**config.mk**
```make
export PLATFORM = sky130hd
export DESIGN_NAME = agen_unit_flat
export DESIGN_NICKNAME = d
export VERILOG_FILES = /design/src/rtl/agen_unit_pkg.sv /design/src/rtl/agen_unit_if.sv /design/src/rtl/agen_unit_onehot_to_qid.sv /design/src/rtl/agen_unit.sv /design/src/flat_wrapper.sv
export SDC_FILE = /design/constraint.sdc
export NUM_CORES = 1
export LEC_CHECK = 0
export CELL_PAD_IN_SITES_DETAIL_PLACEMENT = 1
export CELL_PAD_IN_SITES_GLOBAL_PLACEMENT = 1
export CORE_AREA = 2 2 363 365
export DETAILED_ROUTE_END_ITERATION = 12
export DIE_AREA = 0 0 365 367
export GPL_TIMING_DRIVEN = 0
export PLACE_DENSITY_LB_ADDON = 0.1
export REMOVE_ABC_BUFFERS = 1
export SETUP_SLACK_MARGIN = 0.15
export SLEW_MARGIN = 10
export SYNTH_ARGS = -nofsm -noshare
export SYNTH_HDL_FRONTEND = slang
export SYNTH_SLANG_ARGS = --single-unit
```
**constraint.sdc**
```tcl
create_clock -name clk -period 8.45 [get_ports clk]
set_clock_uncertainty 0.1 [all_clocks]
set_input_delay 0.845 -clock clk [delete_from_list [all_inputs] [get_ports clk]]
set_output_delay 0.845 -clock clk [all_outputs]
set_load 0.05 [all_outputs]
```
**src/rtl/agen_unit_pkg.sv**
```systemverilog
// Shared types for the agen execution unit: FSM states, access-size and exception codes.
package agen_unit_pkg;

  localparam int AGEN_IQ_ENTRIES = 8;
  localparam int AGEN_QID_W      = 3;
  localparam int AGEN_AW         = 52;

  typedef logic [AGEN_QID_W-1:0] qid_t;

  typedef enum logic [1:0] {
    IDLE = 2'd0,
    CALC = 2'd1,
    HOLD = 2'd2
  } agen_state_t;

  typedef enum logic [1:0] {
    MEMSZ_BYTE  = 2'd0,
    MEMSZ_WYDE  = 2'd1,
    MEMSZ_TETRA = 2'd2,
    MEMSZ_OCTA  = 2'd3
  } memsz_t;

  typedef enum logic [1:0] {
    EXC_NONE     = 2'd0,
    EXC_MISALIGN = 2'd1,
    EXC_BOUNDS   = 2'd2
  } agen_exc_t;

  // Only the low three address bits matter for sizes up to an octa.
  function automatic logic is_misaligned(input logic [2:0] addr_lo, input memsz_t sz);
    logic mis;
    case (sz)
      MEMSZ_BYTE:  mis = 1'b0;
      MEMSZ_WYDE:  mis = addr_lo[0];
      MEMSZ_TETRA: mis = |addr_lo[1:0];
      MEMSZ_OCTA:  mis = |addr_lo[2:0];
      default:     mis = 1'b0;
    endcase
    return mis;
  endfunction

endpackage

```
**src/rtl/agen_unit_if.sv**
```systemverilog
// Issue-queue operand bus and memory-queue result handshake of one agen unit.
interface agen_unit_if
  import agen_unit_pkg::*;
#(
  parameter int IQ_ENTRIES = AGEN_IQ_ENTRIES,
  parameter int QID_W      = AGEN_QID_W,
  parameter int AW         = AGEN_AW
) ();

  logic [IQ_ENTRIES-1:0]    issue;
  logic [IQ_ENTRIES*AW-1:0] iq_base;
  logic [IQ_ENTRIES*AW-1:0] iq_imm;
  logic [IQ_ENTRIES*2-1:0]  iq_memsz;
  logic [IQ_ENTRIES-1:0]    iq_store;
  logic                     idle;
  logic                     out_valid;
  logic                     out_ready;
  logic [QID_W-1:0]         out_qid;
  logic [AW-1:0]            out_addr;
  logic                     out_store;
  logic [1:0]               out_exc;
  logic                     multi_err;

  modport slave (
    input  issue, iq_base, iq_imm, iq_memsz, iq_store, out_ready,
    output idle, out_valid, out_qid, out_addr, out_store, out_exc, multi_err
  );

  modport master (
    output issue, iq_base, iq_imm, iq_memsz, iq_store, out_ready,
    input  idle, out_valid, out_qid, out_addr, out_store, out_exc, multi_err
  );

endinterface

```
**src/rtl/agen_unit_onehot_to_qid.sv**
```systemverilog
// One-hot to index encoder with lowest-index priority and a multi-hot flag.
module onehot_to_qid #(
  parameter int N = 8,
  parameter int W = 3
) (
  input  logic [N-1:0] onehot_i,
  output logic [W-1:0] qid_o,
  output logic         multi_o
);

  // Scan from the top so the lowest set bit is the last one written.
  always_comb begin
    qid_o = {W{1'b0}};
    for (int i = N - 1; i >= 0; i--) begin
      qid_o = onehot_i[i] ? W'(i) : qid_o;
    end
  end

  assign multi_o = |(onehot_i & (onehot_i - {{(N-1){1'b0}}, 1'b1}));

endmodule

```
**src/rtl/agen_unit.sv**
```systemverilog
// Address-generation unit: issue capture, EA add, alignment check, valid/ready result.
// Optional bounds check against a limit port when AGEN_BOUNDS_CHECK_EN is defined.
module agen_unit
  import agen_unit_pkg::*;
#(
  parameter int IQ_ENTRIES = AGEN_IQ_ENTRIES,
  parameter int QID_W      = AGEN_QID_W,
  parameter int AW         = AGEN_AW
) (
  input  logic          clk,
  input  logic          rst,
  input  logic          ce,
`ifdef AGEN_BOUNDS_CHECK_EN
  input  logic [AW-1:0] limit,
`endif
  agen_unit_if.slave    bus
);

  agen_state_t      state_q, state_d;
  logic [QID_W-1:0] qid_q, qid_d;
  logic [AW-1:0]    base_q, base_d;
  logic [AW-1:0]    imm_q, imm_d;
  memsz_t           memsz_q, memsz_d;
  logic             store_q, store_d;
  logic             out_valid_q, out_valid_d;
  logic [QID_W-1:0] out_qid_q, out_qid_d;
  logic [AW-1:0]    out_addr_q, out_addr_d;
  logic             out_store_q, out_store_d;
  agen_exc_t        out_exc_q, out_exc_d;
  logic             multi_err_q, multi_err_d;

  logic [QID_W-1:0] sel_qid_s;
  logic             sel_multi_s;
  logic [AW-1:0]    addr_s;
  agen_exc_t        exc_s;

  onehot_to_qid #(.N(IQ_ENTRIES), .W(QID_W)) u_onehot_to_qid (
    .onehot_i (bus.issue),
    .qid_o    (sel_qid_s),
    .multi_o  (sel_multi_s)
  );

  assign addr_s = base_q + imm_q;

  // Bounds outranks misalignment when the limit check is built in.
  always_comb begin
    exc_s = EXC_NONE;
`ifdef AGEN_BOUNDS_CHECK_EN
    if (addr_s > limit) begin
      exc_s = EXC_BOUNDS;
    end else if (is_misaligned(addr_s[2:0], memsz_q)) begin
      exc_s = EXC_MISALIGN;
    end else begin
      exc_s = EXC_NONE;
    end
`else
    if (is_misaligned(addr_s[2:0], memsz_q)) begin
      exc_s = EXC_MISALIGN;
    end else begin
      exc_s = EXC_NONE;
    end
`endif
  end

  // Next-state and datapath loads for the IDLE -> CALC -> HOLD sequence.
  always_comb begin
    state_d     = state_q;
    qid_d       = qid_q;
    base_d      = base_q;
    imm_d       = imm_q;
    memsz_d     = memsz_q;
    store_d     = store_q;
    out_valid_d = out_valid_q;
    out_qid_d   = out_qid_q;
    out_addr_d  = out_addr_q;
    out_store_d = out_store_q;
    out_exc_d   = out_exc_q;
    multi_err_d = multi_err_q;
    case (state_q)
      IDLE: begin
        if (bus.issue != {IQ_ENTRIES{1'b0}}) begin
          qid_d       = sel_qid_s;
          base_d      = bus.iq_base[int'(sel_qid_s)*AW +: AW];
          imm_d       = bus.iq_imm[int'(sel_qid_s)*AW +: AW];
          memsz_d     = memsz_t'(bus.iq_memsz[int'(sel_qid_s)*2 +: 2]);
          store_d     = bus.iq_store[sel_qid_s];
          multi_err_d = multi_err_q | sel_multi_s;
          state_d     = CALC;
        end else begin
          state_d = IDLE;
        end
      end
      CALC: begin
        out_qid_d   = qid_q;
        out_addr_d  = addr_s;
        out_store_d = store_q;
        out_exc_d   = exc_s;
        out_valid_d = 1'b1;
        state_d     = HOLD;
      end
      HOLD: begin
        if (bus.out_ready) begin
          out_valid_d = 1'b0;
          state_d     = IDLE;
        end else begin
          out_valid_d = 1'b1;
          state_d     = HOLD;
        end
      end
      default: begin
        out_valid_d = 1'b0;
        state_d     = IDLE;
      end
    endcase
  end

  // State and result registers; reset wins over the clock enable.
  always_ff @(posedge clk) begin
    if (rst) begin
      state_q     <= IDLE;
      qid_q       <= {QID_W{1'b0}};
      base_q      <= {AW{1'b0}};
      imm_q       <= {AW{1'b0}};
      memsz_q     <= MEMSZ_BYTE;
      store_q     <= 1'b0;
      out_valid_q <= 1'b0;
      out_qid_q   <= {QID_W{1'b0}};
      out_addr_q  <= {AW{1'b0}};
      out_store_q <= 1'b0;
      out_exc_q   <= EXC_NONE;
      multi_err_q <= 1'b0;
    end else if (ce) begin
      state_q     <= state_d;
      qid_q       <= qid_d;
      base_q      <= base_d;
      imm_q       <= imm_d;
      memsz_q     <= memsz_d;
      store_q     <= store_d;
      out_valid_q <= out_valid_d;
      out_qid_q   <= out_qid_d;
      out_addr_q  <= out_addr_d;
      out_store_q <= out_store_d;
      out_exc_q   <= out_exc_d;
      multi_err_q <= multi_err_d;
    end
  end

  assign bus.idle      = (state_q == IDLE);
  assign bus.out_valid = out_valid_q;
  assign bus.out_qid   = out_qid_q;
  assign bus.out_addr  = out_addr_q;
  assign bus.out_store = out_store_q;
  assign bus.out_exc   = out_exc_q;
  assign bus.multi_err = multi_err_q;

endmodule

```
**src/flat_wrapper.sv**
```systemverilog
// flat-port wrapper written by rule: the top's interface ports become plain ports
module agen_unit_flat import agen_unit_pkg::*;
#(
  parameter int IQ_ENTRIES = AGEN_IQ_ENTRIES,
  parameter int QID_W      = AGEN_QID_W,
  parameter int AW         = AGEN_AW
)
  (clk, rst, ce, bus_issue, bus_iq_base, bus_iq_imm, bus_iq_memsz, bus_iq_store, bus_out_ready, bus_idle, bus_out_valid, bus_out_qid, bus_out_addr, bus_out_store, bus_out_exc, bus_multi_err);
  agen_unit_if #(.IQ_ENTRIES(IQ_ENTRIES), .QID_W(QID_W), .AW(AW)) bus_i ();
  input  logic clk;
  input  logic rst;
  input  logic ce;
  input wire logic [$bits(bus_i.issue)-1:0] bus_issue;
  input wire logic [$bits(bus_i.iq_base)-1:0] bus_iq_base;
  input wire logic [$bits(bus_i.iq_imm)-1:0] bus_iq_imm;
  input wire logic [$bits(bus_i.iq_memsz)-1:0] bus_iq_memsz;
  input wire logic [$bits(bus_i.iq_store)-1:0] bus_iq_store;
  input wire logic [$bits(bus_i.out_ready)-1:0] bus_out_ready;
  output wire logic [$bits(bus_i.idle)-1:0] bus_idle;
  output wire logic [$bits(bus_i.out_valid)-1:0] bus_out_valid;
  output wire logic [$bits(bus_i.out_qid)-1:0] bus_out_qid;
  output wire logic [$bits(bus_i.out_addr)-1:0] bus_out_addr;
  output wire logic [$bits(bus_i.out_store)-1:0] bus_out_store;
  output wire logic [$bits(bus_i.out_exc)-1:0] bus_out_exc;
  output wire logic [$bits(bus_i.multi_err)-1:0] bus_multi_err;
  assign bus_i.issue = bus_issue;
  assign bus_i.iq_base = bus_iq_base;
  assign bus_i.iq_imm = bus_iq_imm;
  assign bus_i.iq_memsz = bus_iq_memsz;
  assign bus_i.iq_store = bus_iq_store;
  assign bus_i.out_ready = bus_out_ready;
  assign bus_idle = bus_i.idle;
  assign bus_out_valid = bus_i.out_valid;
  assign bus_out_qid = bus_i.out_qid;
  assign bus_out_addr = bus_i.out_addr;
  assign bus_out_store = bus_i.out_store;
  assign bus_out_exc = bus_i.out_exc;
  assign bus_multi_err = bus_i.multi_err;
  agen_unit #(.IQ_ENTRIES(IQ_ENTRIES), .QID_W(QID_W), .AW(AW)) u_core (.clk(clk), .rst(rst), .ce(ce), .bus(bus_i));
endmodule
```
# Yosys cells after proc, flatten, opt, wreduce, memory -nomap -nowiden
# Cells that the tools add are included.
dict set report word_totals {
  register_bits 172
  output_inout_bits 61
  word_cells 53
}
dict set report op_classes {
  addsub 2
  n_mul 1
  n_lt_le_gt_ge 1
  eq_ne 5
  n_shift 3
  muxes 17
  bitwise_logic 3
  n_reduce_logical 9
}
# op count
set op_table {}
lappend op_table {{416-bit by 32-bit variable part select with 52-bit output} 2}
lappend op_table {{52-bit adder} 1}
lappend op_table {{3-bit 2-to-1 mux} 8}
lappend op_table {{16-bit by 5-bit variable part select with 2-bit output} 1}
lappend op_table {{8-bit bitwise AND} 1}
lappend op_table {{8-bit nonzero test} 1}
lappend op_table {{8-bit OR reduction} 1}
lappend op_table {{8-bit by 1-bit subtractor with 8-bit output (second input constant)} 1}
lappend op_table {{3-bit by 4-bit multiplier with 7-bit output (second input constant)} 1}
lappend op_table {{2-bit equality test (second input constant)} 3}
lappend op_table {{2-bit case mux with 3 select lines} 1}
lappend op_table {{2-bit by 1-bit equality test with 1-bit output (second input constant)} 2}
lappend op_table {{2-bit zero test} 2}
lappend op_table {{3-bit by 4-bit < comparator with 1-bit output (second input constant)} 1}
lappend op_table {{1-bit 2-to-1 mux} 4}
lappend op_table {{1-bit case mux with 4 select lines} 1}
lappend op_table {{2-bit AND reduction} 2}
lappend op_table {{1-bit binary-select mux with 3-bit select} 1}
lappend op_table {{1-bit case mux with 3 select lines} 1}
lappend op_table {{3-bit AND reduction} 1}
lappend op_table {{3-bit OR reduction} 1}
lappend op_table {{2-bit 2-to-1 mux} 1}
lappend op_table {{2-bit OR reduction} 1}
lappend op_table {{1-bit inverter} 1}
lappend op_table {{1-bit bitwise OR} 1}

# Logic depth before layout (Yosys ltp)
dict set report logic_depth {
  ltp_word 10
  mapped_depth 12
  ltp_nobuf 12
}

# Hierarchy
# From an unflattened synthesis, not the netlist that was laid out.
dict set report hier_totals {
  hier_cells 1504
  hier_area_um2 15378.5
}
# mod instances cells_each area_each_um2 seq_area_each_um2
set modules_own_cells {}
lappend modules_own_cells {agen_unit 1 1484 15250.9 3423.3}
lappend modules_own_cells {onehot_to_qid 1 20 127.6 0.0}

# Worst setup path before layout
# Ideal clock, no wire load.
dict set report synth_path {
  kind {input to register}
  start {input port bus_issue[1]}
  end {register u_core.imm_q[39]}
  arrival_ns 2.624
  t_required_ns 8.218
  path_slack_ns 5.594
  path_stages 8
  n_path_buf 3
  cell_sequence {nor2_1 > a21boi_0 > clkbuf_1 > buf_2 > buf_2 > mux4_2 > a22oi_1 > a21oi_1}
}
dict set report synth_between {
  elab_chain_cells 4
  word_cells_on_any_way 6
  classes_between {1 x mul; 1 x shift; 2 x mux; 2 x reduce/logical}
}
# element line
set synth_rtl {}
lappend synth_rtl {{start: declaration} flat_wrapper.sv:13} ;# input wire logic [$bits(bus_i.issue)-1:0] bus_issue;
lappend synth_rtl {{3-bit 2-to-1 mux (2 in a row)} agen_unit_onehot_to_qid.sv:15} ;# qid_o = onehot_i[i] ? W'(i) : qid_o;
lappend synth_rtl {{3-bit by 4-bit multiplier with 7-bit output} agen_unit.sv:84} ;# imm_d = bus.iq_imm[int'(sel_qid_s)*AW +: AW];
lappend synth_rtl {{416-bit by 32-bit variable part select with 52-bit output} agen_unit.sv:84}
lappend synth_rtl {{end signal: assignment} agen_unit.sv:123} ;# imm_q <= {AW{1'b0}};
lappend synth_rtl {{end signal: assignment} agen_unit.sv:136} ;# imm_q <= imm_d;
lappend synth_rtl {{end: declaration} agen_unit.sv:22} ;# logic [AW-1:0] imm_q, imm_d;
# Several ways; a longest one is shown, not always the timed one.
# A chain may end at the register's enable or synchronous reset.

# Worst setup path in the final report
dict set report layout_path {
  start {input port bus_issue[0]}
  end {register u_core.base_q[33]}
}
dict set report layout_between {
  elab_chain_cells 3
  word_cells_on_any_way 5
  classes_between {1 x mul; 1 x shift; 1 x mux; 2 x reduce/logical}
}
# element line
set layout_rtl {}
lappend layout_rtl {{3-bit 2-to-1 mux} agen_unit_onehot_to_qid.sv:15}
lappend layout_rtl {{3-bit by 4-bit multiplier with 7-bit output} agen_unit.sv:83} ;# base_d = bus.iq_base[int'(sel_qid_s)*AW +: AW];
lappend layout_rtl {{416-bit by 32-bit variable part select with 52-bit output} agen_unit.sv:83}
lappend layout_rtl {{end signal: assignment} agen_unit.sv:122} ;# base_q <= {AW{1'b0}};
lappend layout_rtl {{end signal: assignment} agen_unit.sv:135} ;# base_q <= base_d;
lappend layout_rtl {{end: declaration} agen_unit.sv:21} ;# logic [AW-1:0] base_q, base_d;
# Several ways; a longest one is shown, not always the timed one.

==> impl_metrics.py <==
metrics = {
    "logic_synthesis": {
        "synth-main-ff-cell": "dfxtp_1",
        "synthCells": 1476,
        "synth_area_per_cell_sq_um": 9.88,
        "synth_edf_count": 0,
        "yosys_warnings": 0,
        "yosysSeqAreaShare_pct": 23.5,
        "synthArstFlopShare_pct": 0,
        "ys_types": 72,
        "ys_seq_elements": 171,
        "synth_area_sq_um": 14600,
    },
    "placed_design": {
        "gp_congestion": 0.752,
        "hpwl_mm": 73.8,
        "dp_cells": 4057,
        "io_buffer_count": 927,
    },
    "critical_path": {
        "cp_data_arrival_time_ns": 4.66,
        "crit_type": "in2reg",
        "crit_fanout": 16,
        "worst_ep_required_time_ns": 8.70,
        "startpoint_type": "input pin",
        "end_kind": "register",
    },
    "floorplanning": {
        "pin_count": 929,
        "die_h_microns": 367,
        "die_area_sq_um": 134000,
        "start_util_pct": 11.2,
        "rows": 133,
        "coreArea_sq_um": 130000,
        "dieWidth_microns": 365,
    },
    "timing": {
        "relSlewSlack_pct": 34.4,
        "setup_violations": 0,
        "worstMarginPinSlew_ns": 0.975,
        "report.final.hold_viol_count": 0,
        "fin_crit_sh_pct": 52.2,
        "finalCriticalPeriod_ns": 4.41,
        "slew_viol_final": 0,
        "clock.fmax_mhz": 227,
        "rsz0062_at_grt": "no",
        "setup_tns_ns": 0,
    },
    "clock_network": {
        "postCtsHoldBufs": 0,
        "clock_latency_ns": 0.50,
        "cts_resized": 0,
        "post-cts-setup-buffers": 0,
        "path_clk_slew_ns": 0.08,
        "clock_path_buffers": 2,
        "cts_tree": "yes",
        "cts_inserted_buffers": 17,
        "clock_sinks": 171,
        "htree_levels": 4,
        "cts_root_buf": "clkbuf_16",
    },
    "route": {
        "ant_nets": 0,
        "route.detailed.drc": 0,
        "viasPerCell": 3.89,
        "vias": 15900,
        "drt_iter0_drc": 481,
        "post_drt_wl_per_cell_microns": 21.2,
        "dr.pass1.iters": 5,
        "routed_wl_mm": 86.9,
    },
    "global_route": {
        "grt_pass1_vias": 18200,
        "overflow": 0,
        "grt_max_degree": 86,
        "grtUsageTotal_pct": 12.7,
        "grt_pass1_wl_mm": 124,
        "grt_antenna_before_repair": 8,
    },
    "job": {
        "drv_cap": 0,
    },
    "cells_and_area": {
        "drive_gt1_share_pct": 13.3,
        "final_cell_mix": "clkdlybuf4s50_1, nand2_1, a21oi_1, mux4_2, dfxtp_1",
        "nets": 3244,
        "layout_commonest_cell": "clkdlybuf4s50_1",
        "final_cell_count_no_fill": 4090,
        "layout-area-overhead-vs-synth_pct": 84.9,
    },
    "min_path": {
        "hp-class": "reg2reg",
    },
    "run_status": {
        "status": "completed",
    },
    "power_and_ir_drop": {
        "vdd_drop_max_uv": 86.2,
        "pwr_density_cell_nw_per_um2": 108,
        "total_leakage_power_nw": 8.95,
    },
}
[sequential cells by signal, summed over array words and instances (netlist names)]
register,flops
u_core.bus.out_addr,52
u_core.bus.multi_err,1
u_core.bus.out_exc,1
u_core.imm_q,52
u_core.bus.out_valid,1
u_core.base_q,52
u_core.bus.out_store,1
u_core.qid_q,3
u_core.store_q,1
u_core.state_q,2
u_core.memsz_q,2
u_core.bus.out_qid,3
[stage by stage]
step                      utilization (%)  total power, mW  setup slack [ns]  hold WS, ns  area (sq um)
after global routing                 20.7             3.12              3.78        0.375         27000
final                                20.7             2.92              4.04        0.350         27000
after floorplan                         -             1.62            -22.36        0.322         14000
after global placement               19.5             2.35            -36.11        0.337         25500
after detailed placement             20.2             2.14              3.43        0.344         26400
after CTS                            20.7             3.01              3.99        0.356         27000
[report_power, final]
group	total [mW]	internal, mW	switching, mW
sequential	0.895	0.860	0.0348
combinational	1.20	0.708	0.494
clock	0.822	0.419	0.403
total	2.92	1.99	0.931
[synth_stat cells (24+ instances only)]
master,count,area share (%)
xnor2_1,27,1.6
a21oi_1,215,7.4
o21ai_0,35,1.2
nor2_1,51,1.3
mux4_2,214,33
a22oi_1,106,5.5
buf_2,43,1.5
ha_1,54,4.6
clkbuf_1,87,2.2
a21o_1,24,1.2
dfxtp_1,171,23
nand2_1,232,6.0
[layer usage]
layer	part of all wire (%)	GRT usage, %
met4	1.0	2.38
met3	7.6	3.90
met5	0.060	0
met1	39	14.2
met2	53	23.4
[critical path: stages]
cell	delay, ns
clkdlybuf4s50_1	0.53
nor2_1	0.26
a21boi_4	0.30
buf_16	0.20
buf_16	0.17
buf_12	0.19
buf_16	0.18
buf_16	0.18
buf_12	0.19
buf_16	0.18
buf_12	0.19
buf_12	0.20
mux4_2	0.51
a22oi_1	0.32
a21oi_1	0.11
[area by class of cell]
cell class | count | area (sq um)
repair buffers | 963 | 10100
clock buffers | 18 | 439
fillers | 15000 | 104000
flip-flops and latches | 171 | 3420
well taps | 1755 | 2200
diodes | 1 | 2.50
inverters | 12 | 45.0
clock inverters | 14 | 135
multi-input cells | 1156 | 10600
[worst paths after layout]
path                                start                      end  slack [ns]  cells after the start
setup / recovery             bus_issue[0]        u_core.base_q[33]        4.04                     15
hold / removal    u_core.bus.out_addr[40]  u_core.bus.out_addr[40]        0.35                      2
setup reg to reg         u_core.base_q[0]  u_core.bus.out_addr[32]        4.31                     11
hold reg to reg   u_core.bus.out_addr[40]  u_core.bus.out_addr[40]        0.35                      2
[kinds of logic (layout without fill, tap and decap cells)]
kind of cell             after synthesis  count (layout)  share of synthesized area (%)
XOR/XNOR                              44              44                           2.64
multiplexers                         217             217                           33.3
other                                  1               2                         0.0257
buffers and inverters                149            1007                           4.36
AND/OR/NAND/NOR                      370             370                           11.1
flip-flops                           171             171                           23.5
AO/OA/AOI/OAI                        468             468                           20.3
adder cells (fa/ha/maj)               56              56                           4.84
(Power assumes the default switching activity.)
